--- src/rtl/scan_ctrl_pkg.sv ---
// Shared types for the serial "101" scan controller and its detector core.
package scan_ctrl_pkg;

    // Controller sequencing states
    typedef enum logic [1:0] {
        IDLE  = 2'd0,
        LOAD  = 2'd1,
        SHIFT = 2'd2,
        DONE  = 2'd3
    } ctrl_state_t;

    // Detector core states: how much of "101" has been seen so far
    typedef enum logic [1:0] {
        S0 = 2'b00,   // no prefix
        S1 = 2'b01,   // "1"
        S2 = 2'b10    // "10"
    } det_state_t;

endpackage

--- src/rtl/mealy_101_core.sv ---
// Mealy "101" detector: 2-bit state register, combinational y from state and x.
module mealy_101_core
    import scan_ctrl_pkg::*;
(
    input  logic clk,
    input  logic rst,       // asynchronous, active-low
    input  logic clr,       // synchronous return to S0
    input  logic x,
    input  logic overlap,   // 1: the final '1' of a match may start the next one
    output logic y
);

    det_state_t r_state;

    // Advance the prefix tracker one bit per clock; clr wins over x
    always_ff @(posedge clk or negedge rst) begin
        if (!rst) begin
            r_state <= S0;
        end else if (clr) begin
            r_state <= S0;
        end else begin
            case (r_state)
                S0:      r_state <= x ? S1 : S0;
                S1:      r_state <= x ? S1 : S2;
                S2:      r_state <= x ? (overlap ? S1 : S0) : S0;
                default: r_state <= S0;
            endcase
        end
    end

    assign y = (r_state == S2) && x;

endmodule

--- src/rtl/serial_scan_101_ctrl.sv ---
// Word-level wrapper: latches a word, feeds it LSB-first into the "101"
// detector core and collects detection count and first-match bit index.
module serial_scan_101_ctrl
    import scan_ctrl_pkg::*;
#(
    parameter int WIDTH = 20,
    parameter int CNT_W = $clog2(WIDTH + 1)
) (
    input  logic             clk,
    input  logic             rst,          // asynchronous, active-low
    input  logic             start,
    input  logic [WIDTH-1:0] data_in,
    input  logic             overlap,
    output logic             busy,
    output logic             done,
    output logic             match_pulse,
    output logic [CNT_W-1:0] match_cnt,
    output logic [CNT_W-1:0] first_pos,
    output logic             first_valid
);

    localparam logic [CNT_W-1:0] LAST_BIT = CNT_W'(WIDTH - 1);

    ctrl_state_t      r_state;
    logic [WIDTH-1:0] r_shreg;
    logic             r_overlap;
    logic [CNT_W-1:0] r_bit_cnt;
    logic [CNT_W-1:0] r_match_cnt;
    logic [CNT_W-1:0] r_first_pos;
    logic             r_first_valid;
    logic             r_busy;
    logic             r_done;

    logic w_core_clr;
    logic w_core_x;
    logic w_core_y;
    logic w_match;

    assign w_core_clr = (r_state == LOAD);
    assign w_core_x   = r_shreg[0];
    assign w_match    = (r_state == SHIFT) && w_core_y;

    mealy_101_core u_core (
        .clk     (clk),
        .rst     (rst),
        .clr     (w_core_clr),
        .x       (w_core_x),
        .overlap (r_overlap),
        .y       (w_core_y)
    );

    // Scan sequencer with shift register, bit counter and result capture
    always_ff @(posedge clk or negedge rst) begin
        if (!rst) begin
            r_state       <= IDLE;
            r_shreg       <= '0;
            r_overlap     <= 1'b0;
            r_bit_cnt     <= '0;
            r_match_cnt   <= '0;
            r_first_pos   <= '0;
            r_first_valid <= 1'b0;
            r_busy        <= 1'b0;
            r_done        <= 1'b0;
        end else begin
            case (r_state)
                IDLE: begin
                    if (start) begin
                        r_state       <= LOAD;
                        r_shreg       <= data_in;
                        r_overlap     <= overlap;
                        r_match_cnt   <= '0;
                        r_first_pos   <= '0;
                        r_first_valid <= 1'b0;
                        r_busy        <= 1'b1;
                    end
                end
                LOAD: begin
                    // core is cleared this cycle via w_core_clr
                    r_state   <= SHIFT;
                    r_bit_cnt <= '0;
                end
                SHIFT: begin
                    r_shreg   <= r_shreg >> 1;
                    r_bit_cnt <= r_bit_cnt + CNT_W'(1);
                    if (w_match) begin
                        r_match_cnt <= r_match_cnt + CNT_W'(1);
                        if (!r_first_valid) begin
                            r_first_pos   <= r_bit_cnt;
                            r_first_valid <= 1'b1;
                        end
                    end
                    if (r_bit_cnt == LAST_BIT) begin
                        r_state <= DONE;
                        r_busy  <= 1'b0;
                        r_done  <= 1'b1;
                    end
                end
                DONE: begin
                    r_state <= IDLE;
                    r_done  <= 1'b0;
                end
                default: begin
                    r_state <= IDLE;
                    r_busy  <= 1'b0;
                    r_done  <= 1'b0;
                end
            endcase
        end
    end

    assign busy        = r_busy;
    assign done        = r_done;
    assign match_pulse = w_match;
    assign match_cnt   = r_match_cnt;
    assign first_pos   = r_first_pos;
    assign first_valid = r_first_valid;

endmodule

--- config.mk ---
export PLATFORM = sky130hd
export DESIGN_NAME = serial_scan_101_ctrl
export DESIGN_NICKNAME = d
export VERILOG_FILES = /design/src/rtl/scan_ctrl_pkg.sv /design/src/rtl/mealy_101_core.sv /design/src/rtl/serial_scan_101_ctrl.sv
export SDC_FILE = /design/constraint.sdc
export NUM_CORES = 1
export LEC_CHECK = 0
export CAP_MARGIN = 20
export CORE_ASPECT_RATIO = 0.8
export CORE_MARGIN = 2
export CORE_UTILIZATION = 59
export CTS_BUF_LIST = sky130_fd_sc_hd__clkbuf_8
export DETAILED_ROUTE_END_ITERATION = 6
export PLACE_DENSITY = 0.9
export SLEW_MARGIN = 0
export SYNTH_ARGS = -nofsm -noshare
export SYNTH_HDL_FRONTEND = slang
export SYNTH_SLANG_ARGS = --single-unit
--- constraint.sdc ---
create_clock -name clk -period 2.8 [get_ports clk]
set_input_delay 0.56 -clock clk [delete_from_list [all_inputs] [get_ports clk]]
set_output_delay 0.56 -clock clk [all_outputs]
set_load 0.01 [all_outputs]
==> metrics <==
slowest CP cell=clkdlybuf4s50_1; Worst Setup End Kind=primary output; fin util=roughly 76%; worst setup path class=flip-flop to primary output; Pins Over Slew Limit=0; Clock Tree Buf Depth=2; Peak Freq=between 400 and 500 MHz; Post-synth EDFFs=0; P per Cell Area=roughly 950 nW/um^2; core area=between 3000 and 4000 um^2; diode count=0; ANT nets after route=0; number of cell rows=19; Fin Hold WS=between 300 and 400 ps; DR WL/cell=15.5 um; clock-pin slew on the worst setup and hold paths=roughly 80 ps; multi-input gate area in the final layout=around 990 um^2; CTS Root Cell=clkbuf_8; period utilisation layout=a little under nine tenths; Post-CTS Hold Buffers=0; ys async rst share=100%; clk sinks=43; Seq/Total Area, Yosys=49.6%; Hold Path Class=input port to async pin; I/O pin count=38; Setup Buffers After CTS=0; ranking of synthesized cells by area=dfrtp_1 (50%), mux2i_1 (13%), o21ai_0 (6.0%), nand2_1 (5.2%), ha_1 (4.0%); Final Skew=between 10 and 15 ps; first-pass GRT wire length=around 7.6 mm; via count=about 1.6k; FF+latch area=around 1100 um^2; R2R Path Start=r_state[0]; GPL Wtd Cong=0.780; Post-Syn Nets=240; Pre-antenna DRT Iters=4; detailed placer's ending HPWL=between 2 and 3 mm; cell mode on critical path=inv_1; largest net degree at the start of global routing=between 40 and 50; Fillers=250; gr ovfl total=0; Starting DRT DRC Count=96; Starting Density=62.5%; Worst Setup Start Kind=flip-flop; yosys warns=0; Crit path arrival time=~1800 ps; ys flop type=dfrtp_1; Critical Path RT=~2200 ps; port buffer count=37; Distinct cells, synth=37; Tightest Pin Transition=943 ps; cell taking the most area after synthesis=dfrtp_1; CTS tree=built; initial antenna violation count=0; max cap viols=0; Cells after Synth=approximately 210; Detailed Route WL=~4.4 mm; final-report hold violation count=0; max_slew headroom=between 30 and 40%; R2R cell count=6; Peak VDD IR=about 0.66 mV; Setup violations, final=0; setup TNS=0 ps; layout cells sized above 1=just under 8%; total global-route track usage=between 20% and 30%; Post-Syn Area=approximately 2200 um^2; static leakage power=between 1 and 1.5 nW; post-synthesis register bit count=between 40 and 50; top cell type's share of synthesized area=about half; CP peak stage delay=570 ps; unrepaired setup endpoints after global routing=false; reg2reg end=match_cnt[4]; status=complete, no violations; Synth Area per Inst=10.4 um^2; DRC violations left=0; Syn-to-layout area delta=22.2%; Die W=71.8 um; worst path cell trace=inv_1, ha_2, inv_1, nor2_1, clkdlybuf4s50_1; Final Critical Period=between 2000 and 2500 ps; worst-path fanout max=7; Die Span Y=approximately 58 um; H-tree levels=2; clk_lat worst skew=300 ps; Die Area=roughly 4200 um^2; Total Nets Final=around 270; vias in the first global route=around 1.7k; post-cts sizing count=0; reg-to-reg slack, setup=roughly 900 ps; Vias per Instance=between 5 and 6; cts bufs inserted=5
## registers in the layout, summed over array words and instances (netlist names), 2 cells and up
register and count:
u_core.r_state 2, match_cnt 5, r_bit_cnt 5, first_pos 5, r_state 2, r_shreg 20
## worst max path at each step
stage | startpoint | to | slack [ps] | depth (start not counted)
2_1_floorplan | r_state[0] | first_pos[0] | 1020 | 8
3_3_place_gp | start | first_pos[3] | 730 | 4
3_5_place_dp | start | first_pos[3] | 700 | 4
4_1_cts | r_state[0] | match_pulse | 390 | 5
5_1_grt | r_state[0] | match_pulse | 300 | 5
6_report | r_state[0] | match_pulse | 410 | 5
## placed cells by master (no fill, tap or decap), drive strengths merged, types with 2 or more instances in the layout
master         synthesis  final
dfrtp                 43     43
clkdlybuf4s50          0     36
nand2                 30     30
mux2i                 29     29
o21ai                 26     26
inv                   10     10
nand3                  9      9
ha                     7      7
clkbuf                 7      5
a21oi                  4      4
nor2b                  4      4
nand3b                 3      3
o211ai                 3      3
buf                    5      3
nor2                   2      2
and3b                  2      2
o2bb2ai                2      2
mux2                   2      2
o22ai                  2      2
or2                    2      2
nand4                  2      2
or4                    2      2
clkinv                 0      2
## synth_stat cells (all sizes together), types with 3 or more instances
library cell  instances
nand2                30
o211ai                3
a21oi                 4
nand3b                3
dfrtp                43
nand3                 9
inv                  10
mux2i                29
buf                   5
ha                    7
nor2b                 4
clkbuf                7
o21ai                26
## logic make-up (layout without fill, tap and decap cells)
logic type | count (synthesis) | in the layout | synth area share (%)
DFF | 43 | 43 | 49.6
muxes | 31 | 31 | 14.4
buffers and inverters | 22 | 57 | 4.96
adders and majority gates | 7 | 7 | 4.04
AOI/OAI and AO/OA | 41 | 41 | 10.9
and+or+nand+nor | 65 | 65 | 16.0
## per-layer routing
layer	GRT usage [%]	vias to the layer above	wire (um)
met5	0	-	0
met4	9.16	0	50
met3	5.57	5	171
met2	40.3	32	2200
met1	29.8	807	2000
li1	-	801	-
## critical path: cells and delay by family, from the launching register on
kind / cells / cell delay (ps)
AND/OR/NAND/NOR: 1 / 130
buffers and inverters: 3 / 800
flip-flops: 1 / 420
adder cells (fa/ha/maj): 1 / 180
## report_power, final
group          leakage (nW)  total, mW  internal, mW  switching [mW]
clock network        0.0581      0.484         0.266           0.219
registers             0.556      0.992         0.836           0.157
logic                 0.575       1.03         0.445           0.587
total                  1.19       2.51          1.55           0.962
## metrics by stage
step / std cells / setup slack [ps] / area [um^2] / total power, mW
after floorplan: 209 / 1020 / 2170 / 1.75
after global placement: 278 / 729 / 2540 / 1.96
after detailed placement: 278 / 699 / 2540 / 2.02
after CTS: 286 / 392 / 2650 / 2.52
after global routing: 286 / 298 / 2650 / 2.70
final: 286 / 411 / 2650 / 2.51
## area by class of cell
type / count / share of cell area (%)
Timing Repair Buffer: 39 / 14.4
Tap cell: 42 / 1.98
Clock buffer: 5 / 2.60
Inverter: 10 / 1.42
Multi-Input combinational cell: 144 / 37.4
Sequential cell: 43 / 40.6
Clock inverter: 3 / 1.65
No activity file was read; power rests on OpenSTA's default activity.
==> patch (config.mk and constraints unchanged) <==
Reset style: synchronous (`rst`), changed in 2 clocked blocks. Comments in the files are not updated.
--- a/src/rtl/mealy_101_core.sv
+++ b/src/rtl/mealy_101_core.sv
@@ -14,5 +14,5 @@
 
     // Advance the prefix tracker one bit per clock; clr wins over x
-    always_ff @(posedge clk or negedge rst) begin
+    always_ff @(posedge clk) begin
         if (!rst) begin
             r_state <= S0;
--- a/src/rtl/serial_scan_101_ctrl.sv
+++ b/src/rtl/serial_scan_101_ctrl.sv
@@ -51,5 +51,5 @@
 
     // Scan sequencer with shift register, bit counter and result capture
-    always_ff @(posedge clk or negedge rst) begin
+    always_ff @(posedge clk) begin
         if (!rst) begin
             r_state       <= IDLE;
Behaviour: differs if rst is asserted again (counterexample within 4 cycles, from zero or initial values and one cycle with rst low); with rst held inactive, the same outputs for 10 cycles.
==> patch against the original RTL <==
Register-to-register slack worse by 0.25 ns. Combinational power is 25% lower. Routed wire length is 6.2% lower. Clock power is 20% lower. Synthesized cell count is 4.3% higher. Sequential cell count stayed put. Power is 21% lower. Area after synthesis is 2.7% lower. Final area is 3.2% lower. Sequential share of layout area is 7.0 points lower. First-iteration DRC count is 7.3% higher. Setup slack worse by 0.0014 ns. Critical path type unchanged. Largest cell class is now multi-input combinational cells.
==> patch: results (changes against the original RTL) <==
metric,value,unit,change
yosys_most_used_dff,dfxtp_1,,
dp_worst_setup_slack,0.629,ns,-0.0703 ns
grt_pass1_wl,7040,um,-7.4%
peakVddDrop,0.492,mV,-26%
async_flop_share,0,%,-100 points
via_per_inst,5.73,,-0.46%
synth_common_cells,"dfxtp_1, nand2_1, mux2i_1",,
cp_max_fo,6,,-1
cpPeakStageDelay,0.54,ns,-0.03 ns
fin_skew,0.00259,ns,-0.00846 ns
fin_ws,0.410,ns,-0.00139 ns
grt_max_degree,40,,-9.1%
syn_inst,218,,+4.3%
grt_pass1_vias,1549,,-7.7%
synth_nets,250,,+4.2%
routed_wirelength,4150,um,-6.2%
fill_cells,255,,+2.0%
whs,0.471,ns,+0.0773 ns
hpwl,2800,um,-3.1%
power.leakage,0.953,nW,-20%
place_area,2480,um^2,-2.4%
relSlewSlack,51.1,%,+14 points
drt_iter0_markers,103,,+7.3%
gp_congestion,0.804,,+3.2%
status,completed,,
==> patch: cell count changes in the layout (fill, tap and decap cells not counted), moves of 4 or more <==
cell | before | now
o21ai_0 | 26 | 4
mux2i_1 | 28 | 24
a211oi_2 | 0 | 11
nor2_1 | 2 | 23
dfxtp_1 | 0 | 43
nand2_1 | 30 | 26
a211oi_1 | 0 | 9
inv_1 | 10 | 6
dfrtp_1 | 43 | 0
nand2b_1 | 1 | 5
o22ai_1 | 2 | 7
==> patch: where the power goes <==
part           switching, mW  internal (mW)
Sequential            0.0787          0.736
Clock                  0.195          0.193
Combinational          0.441          0.336
Total                  0.715           1.27
==> patch: layout make-up <==
class                           count  area share, %
Tap cell                           42           2.05
Clock buffer                        6           3.22
Clock inverter                      1          0.195
Sequential cell                    43           33.6
Timing Repair Buffer               40           15.3
Inverter                            7           1.02
Multi-Input combinational cell    156           44.6
==> patch: worst paths after layout <==
kind,start,endpoint,cells after the start
setup / recovery,r_state[0],match_pulse,5
hold / removal,first_pos[2],first_pos[2],2
setup reg to reg,r_state[0],first_pos[1],6
hold reg to reg,first_pos[2],first_pos[2],2
==> patch: cell families after synthesis <==
kind of cell	after synthesis	share of synthesized area, %
AO/OA/AOI/OAI	44	17.6
XOR/XNOR	3	1.25
adder cells (fa/ha/maj)	8	4.74
buffers and inverters	19	4.98
flip-flops	43	40.8
multiplexers	25	12.1
AND/OR/NAND/NOR	76	18.6
==> patch: layer usage <==
| layer | up-vias | global-route usage (%) | share of wire (%) |
|---|---|---|---|
| met3 | 5 | 5.83 | 4.7 |
| met1 | 787 | 29.5 | 47 |
| met4 | 0 | 9.16 | 1.2 |
| li1 | 858 | - | - |
| met5 | - | 0 | 0 |
| met2 | 39 | 34.3 | 47 |
